===== config.mk =====
export PLATFORM = sky130hd
export DESIGN_NAME = odo_sbox_bank
export DESIGN_NICKNAME = d
export VERILOG_FILES = /design/src/rtl/odo_sbox_pkg.sv /design/src/rtl/odo_sbox_ram.sv /design/src/rtl/odo_sbox_bank.sv
export SDC_FILE = /design/constraint.sdc
export NUM_CORES = 1
export LEC_CHECK = 0
export CAP_MARGIN = 20
export CORE_ASPECT_RATIO = 0.75
export CORE_MARGIN = 2
export CORE_UTILIZATION = 45
export CTS_CLUSTER_DIAMETER = 60
export DETAILED_ROUTE_END_ITERATION = 8
export PLACE_DENSITY_LB_ADDON = 0.08
export SETUP_SLACK_MARGIN = 0.05
export SYNTH_ARGS = -nofsm -noshare
export SYNTH_HDL_FRONTEND = slang
export SYNTH_SLANG_ARGS = --single-unit

===== constraint.sdc =====
create_clock -name clk -period 3.9 [get_ports clk]
set_input_delay 0.78 -clock clk [delete_from_list [all_inputs] [get_ports clk]]
set_output_delay 0.78 -clock clk [all_outputs]
set_load 0.005 [all_outputs]

===== src/rtl/odo_sbox_pkg.sv =====
// Shared defaults and state encoding for the S-box lookup bank.
package odo_sbox_pkg;

    localparam int W_DEF     = 6;
    localparam int LANES_DEF = 4;

    typedef enum logic [1:0] {
        RUN   = 2'd0,
        DRAIN = 2'd1,
        LOAD  = 2'd2
    } state_e;

endpackage


===== src/rtl/odo_sbox_ram.sv =====
// S-box table: one write port, LANES registered read ports.
// Entries are stored XORed with their own address, so storage that powers up
// all-zero reads back as the identity table. Storage has no reset and keeps
// its contents across rst_n; only the read registers are reset.
module odo_sbox_ram
    import odo_sbox_pkg::*;
#(
    parameter int W     = W_DEF,
    parameter int LANES = LANES_DEF
) (
    input  logic                      clk,
    input  logic                      rst_n,
    input  logic                      wr_en,
    input  logic [W-1:0]              wr_addr,
    input  logic [W-1:0]              wr_data,
    input  logic                      rd_en,
    input  logic [LANES-1:0][W-1:0]   rd_addr,
    output logic [LANES-1:0][W-1:0]   rd_data
);

    localparam int DEPTH = 1 << W;

    logic [W-1:0] mem_q [DEPTH];

    // Table write, address-scrambled encoding
    always_ff @(posedge clk) begin
        if (wr_en) mem_q[wr_addr] <= wr_data ^ wr_addr;
    end

    for (genvar k = 0; k < LANES; k++) begin : g_rd
        logic [W-1:0] lane_q, lane_d;

        // Per-lane read: decode stored word, hold when stalled
        always_comb begin
            lane_d = lane_q;
            if (rd_en) lane_d = mem_q[rd_addr[k]] ^ rd_addr[k];
        end

        // Per-lane read register
        always_ff @(posedge clk or negedge rst_n) begin
            if (!rst_n) lane_q <= '0;
            else        lane_q <= lane_d;
        end

        assign rd_data[k] = lane_q;
    end

endmodule


===== src/rtl/odo_sbox_bank.sv =====
// Multi-lane S-box lookup bank with in-band table reprogramming.
// Two stages: input register, then table read register (inside the RAM).
// Optional inverse table enabled by defining ODO_SBOX_INV_EN.
module odo_sbox_bank
    import odo_sbox_pkg::*;
#(
    parameter int W     = W_DEF,
    parameter int LANES = LANES_DEF
) (
    input  logic                 clk,
    input  logic                 rst_n,
    input  logic                 in_valid,
    output logic                 in_ready,
    input  logic [LANES*W-1:0]   in_data,
`ifdef ODO_SBOX_INV_EN
    input  logic                 in_inv,
`endif
    output logic                 out_valid,
    input  logic                 out_ready,
    output logic [LANES*W-1:0]   out_data,
    input  logic                 load_start,
    input  logic                 load_valid,
    input  logic [W-1:0]         load_data,
    output logic                 load_done
);

    localparam int STAGES = 2;

    state_e                    state_q, state_d;
    logic [W-1:0]              cnt_q, cnt_d;
    logic [STAGES:1]           vld_pipe_q, vld_pipe_d;
    logic [LANES-1:0][W-1:0]   s1_sym_q, s1_sym_d;
    logic                      load_done_q, load_done_d;
    logic                      alive_q, alive_d;

    logic                      adv, in_fire, wr_en, last_wr;
    logic [LANES-1:0][W-1:0]   fwd_rd;

    // alive_q keeps in_ready low while reset is asserted
    assign adv      = !vld_pipe_q[STAGES] || out_ready;
    assign in_ready = adv && (state_q == RUN) && alive_q;
    assign in_fire  = in_valid && in_ready;
    assign wr_en    = (state_q == LOAD) && load_valid;
    assign last_wr  = wr_en && (cnt_q == {W{1'b1}});

    assign out_valid = vld_pipe_q[STAGES];
    assign load_done = load_done_q;

    // Pipeline valids and input stage; everything holds while stalled
    always_comb begin
        vld_pipe_d = vld_pipe_q;
        s1_sym_d   = s1_sym_q;
        if (adv) begin
            vld_pipe_d = {vld_pipe_q[STAGES-1:1], in_fire};
            if (in_fire) s1_sym_d = in_data;
        end
    end

    // Mode FSM: drain in-flight lookups, then stream in a full table
    always_comb begin
        state_d     = state_q;
        cnt_d       = cnt_q;
        load_done_d = 1'b0;
        alive_d     = 1'b1;
        case (state_q)
            RUN:   if (load_start) state_d = DRAIN;
            DRAIN: if (vld_pipe_q == '0) state_d = LOAD;
            LOAD: begin
                if (wr_en) cnt_d = cnt_q + 1'b1;
                if (last_wr) begin
                    state_d     = RUN;
                    load_done_d = 1'b1;
                end
            end
            default: state_d = RUN;
        endcase
    end

    // Control and input-stage registers
    always_ff @(posedge clk or negedge rst_n) begin
        if (!rst_n) begin
            state_q     <= RUN;
            cnt_q       <= '0;
            vld_pipe_q  <= '0;
            s1_sym_q    <= '0;
            load_done_q <= 1'b0;
            alive_q     <= 1'b0;
        end else begin
            state_q     <= state_d;
            cnt_q       <= cnt_d;
            vld_pipe_q  <= vld_pipe_d;
            s1_sym_q    <= s1_sym_d;
            load_done_q <= load_done_d;
            alive_q     <= alive_d;
        end
    end

    odo_sbox_ram #(.W(W), .LANES(LANES)) u_fwd (
        .clk     (clk),
        .rst_n   (rst_n),
        .wr_en   (wr_en),
        .wr_addr (cnt_q),
        .wr_data (load_data),
        .rd_en   (adv),
        .rd_addr (s1_sym_q),
        .rd_data (fwd_rd)
    );

`ifdef ODO_SBOX_INV_EN
    logic                      s1_inv_q, s1_inv_d;
    logic                      s2_inv_q, s2_inv_d;
    logic [LANES-1:0][W-1:0]   inv_rd;

    // Inverse-select flag travels alongside the lookup
    always_comb begin
        s1_inv_d = s1_inv_q;
        s2_inv_d = s2_inv_q;
        if (adv) begin
            s2_inv_d = s1_inv_q;
            if (in_fire) s1_inv_d = in_inv;
        end
    end

    // Inverse-select flag registers
    always_ff @(posedge clk or negedge rst_n) begin
        if (!rst_n) begin
            s1_inv_q <= 1'b0;
            s2_inv_q <= 1'b0;
        end else begin
            s1_inv_q <= s1_inv_d;
            s2_inv_q <= s2_inv_d;
        end
    end

    // Inverse table: written at the loaded value, storing its index
    odo_sbox_ram #(.W(W), .LANES(LANES)) u_inv (
        .clk     (clk),
        .rst_n   (rst_n),
        .wr_en   (wr_en),
        .wr_addr (load_data),
        .wr_data (cnt_q),
        .rd_en   (adv),
        .rd_addr (s1_sym_q),
        .rd_data (inv_rd)
    );

    assign out_data = s2_inv_q ? inv_rd : fwd_rd;
`else
    assign out_data = fwd_rd;
`endif

endmodule


==> results.toml <==
[outcome]
status = "complete, no violations"

[sta]
setup_violations = 0
fin_skew_ns = 0.0210
finalCriticalPeriod_ns = 3.21
rsz0062_at_grt = "false"
finalCritPeriodShare_pct = 82.4
hold_viol_final = 0
slew_violations = 0
setup_tns_ns = 0
whs_ns = 0.358
maxSlewHeadroom_pct = 20.6
fmax_mhz = 311
tightest_slew_ns = 1.19

[critical_path]
r2r-end = "u_fwd.g_rd[2].lane_q[1]"
reg2reg_depth = 7
required_ns = 4.36
worstSetupEndpointType = "register"
worstSetupStartpoint = "s1_sym_q[12]"
start_kind = "register"
cp_slowest_stage_delay_ns = 0.80
path_cells = "buf_12 > mux4_2 > mux2i_1 > o22ai_1 > o32ai_1 > xor2_1 > a21oi_1"
rrSetupSlack_ns = 0.69
arrival_ns = 3.67
critical_path.endpoint = "u_fwd.g_rd[2].lane_q[1]"
slowest_stage = "dfrtp_4"
crit_type = "reg2reg"
rr_startpoint = "s1_sym_q[12]"
worstPathMaxFanout = 25

[detailed_routing]
totalWireLength_um = 104000
antenna_left = 0
drc = 0
first_pass_iters = 6
routedWlPerCell_um = 39.7
first_iter_violations = 3565
avgViaCountPerCell = 7.30
vias = 19100

[floorplanning]
die-area_um2 = 62200
fp.dieH_um = 217
io_pins = 63
core_um2 = 59300
die_w_um = 287
initial_core_util_pct = 45.7
rows = 77

[logic_synthesis]
synth_area_um2 = 27100
ys_types = 68
async_flop_share_pct = 13.5
synth_area_per_cell_um2 = 16.2
synth_nets = 1706
yosysWarningCount = 0
synth_seq_area_share_pct = 48.1
ys_ff_latch = 444
synth_edf_count = 384
synth-main-ff-cell = "edfxtp_1"
syn_inst = 1669

[flow_run]
drv_cap = 0

[cells_and_area]
fin_cells = 2615
fillers = 4852
post-route-util_pct = 52.3
layout_commonest_cell = "mux4_2"
final_nets = 1820
synthToLayoutAreaGrowth_pct = 14.4
drive_gt1_share_pct = 39.0
layout_common_cells = "386 x mux4_2, 384 x edfxtp_1, 142 x buf_4, 134 x nor2_1, 110 x mux2i_1"

[cts]
clockRootBuffer = "clkbuf_16"
ctsHtreeMaxLevel = 2
cts.sinks = 444
cts_hold_buf = 0
cts_buffer_depth = 3
cts_setup_buffers = 0
cts_resized = 0
cts_tree = "built"
clkTransAtPathRegs_ns = 0.06
cts_buffers = 50
clk_latency_ns = 0.60

[placement]
portBuffers = 62
dpl.cell_count = 2521
dpl.hpwl_um = 74200
gp_congestion = 0.987

[global_routing]
grt_util_all_layers_pct = 33.6
grt_pass1_wl_um = 144000
grt_overflow = 0
grt_pass1_vias = 17800
antenna_found_initial = 3
grt_start_max_net_pins = 65

[power_and_ir_drop]
power_leakage_nw = 10.3
ir_drop_uv = 358
p_per_area_nw_per_um2 = 857

[worst_hold_path]
hold_class = "in2async"
-- flip-flops by register name, summed over array words and instances, names as in the netlist --
signal,flops
load_done,1
state_q,2
vld_pipe_q,2
u_fwd.g_rd.lane_q,24
s1_sym_q,24
cnt_q,6
alive_q,1
u_fwd.mem_q,384
-- kinds of logic after synthesis --
| family | Yosys count | share of synthesized area [%] |
|---|---|---|
| muxes | 552 | 38.5 |
| DFF | 444 | 48.1 |
| and+or+nand+nor | 333 | 5.60 |
| buffers and inverters | 165 | 3.11 |
| AOI/OAI and AO/OA | 159 | 4.22 |
| xor gates and xnor gates | 14 | 0.452 |
| adders and majority gates | 1 | 0.0462 |
| other | 1 | 0.0138 |
-- worst max-delay path, delay by kind of cell, from the launching register on --
kind / cells / cell delay, ns
xor gates and xnor gates: 1 / 0.20
AOI/OAI and AO/OA: 3 / 0.73
muxes: 2 / 0.99
buffers and inverters: 1 / 0.30
DFF: 1 / 0.80
-- where the power goes --
group          internal, mW  switching [mW]  leakage (nW)
logic                  6.49            7.76          5.33
clock network          2.66            2.01         0.792
registers              6.04            1.60          4.15
total                  15.2            11.4          10.3
-- worst min-delay path by stage --
stage	start	end	cells after the start
after detailed placement	vld_pipe_q[1]	vld_pipe_q[2]	1
after CTS	rst_n	alive_q	1
final	rst_n	alive_q	1
after global placement	vld_pipe_q[1]	vld_pipe_q[2]	1
after floorplan	state_q[1]	state_q[0]	1
after global routing	rst_n	alive_q	1
-- area by class of cell --
class | instances | area [µm²] | share of cell area, %
multi-input combinational | 1060 | 13300 | 43.1
sequential | 444 | 13100 | 42.2
timing repair buffer | 216 | 1940 | 6.25
clock buffer | 65 | 1390 | 4.49
tap | 790 | 988 | 3.19
clock inverter | 28 | 213 | 0.686
inverter | 11 | 41.3 | 0.133
antenna | 1 | 2.50 | 0.00807
-- through the flow --
step	total power, mW	setup slack [ns]	area (µm²)
5_1_grt	27.3	0.595	31000
6_report	26.6	0.686	31000
4_1_cts	26.2	0.726	31000
2_1_floorplan	16.0	0.889	27100
3_3_place_gp	21.5	0.654	29400
3_5_place_dp	21.5	0.719	29400
-- routing by layer --
metal / wire length (µm) / vias to the layer above / part of all wire (%) / GRT usage (%)
met3: 16000 / 158 / 15 / 13.7
li1: - / 7281 / - / -
met1: 43700 / 10100 / 42 / 51.8
met4: 2630 / 0 / 2.5 / 8.18
met2: 41400 / 1564 / 40 / 43.6
met5: 0 / - / 0 / 0
-- cell usage after synthesis (all sizes together), types with 3 or more instances --
library cell  count  area [µm²]
nor2            134         503
edfxtp          384       11500
o21ai            10        50.1
a31o              5        43.8
clkbuf           58         218
o211ai            4        30.0
nor3             26         130
and3              9        56.3
mux4            386        8690
o22ai            19         119
nand4             4        25.0
o31ai             4        30.0
a311oi            4        35.0
a211oi           11        82.6
nand3b            5        37.5
a221o             4        40.0
a2bb2oi           4        35.0
nand2b           12        75.1
o32ai             4        50.1
nor2b            19         119
or2               4        25.0
a2111oi           4        35.0
mux2             56         631
or3               5        31.3
nand3            25         125
buf              96         583
xor2              9        78.8
inv              10        37.5
a211o             3        26.3
a22oi            19         143
and2              3        18.8
a21boi            4        30.0
a21oi            31         155
a31oi            10        62.6
nand2            74         278
mux2i           110        1100
nor4              7        43.8
dfrtp            60        1500
xnor2             5        43.8
Note: power is estimated with default switching activity, not from simulation.
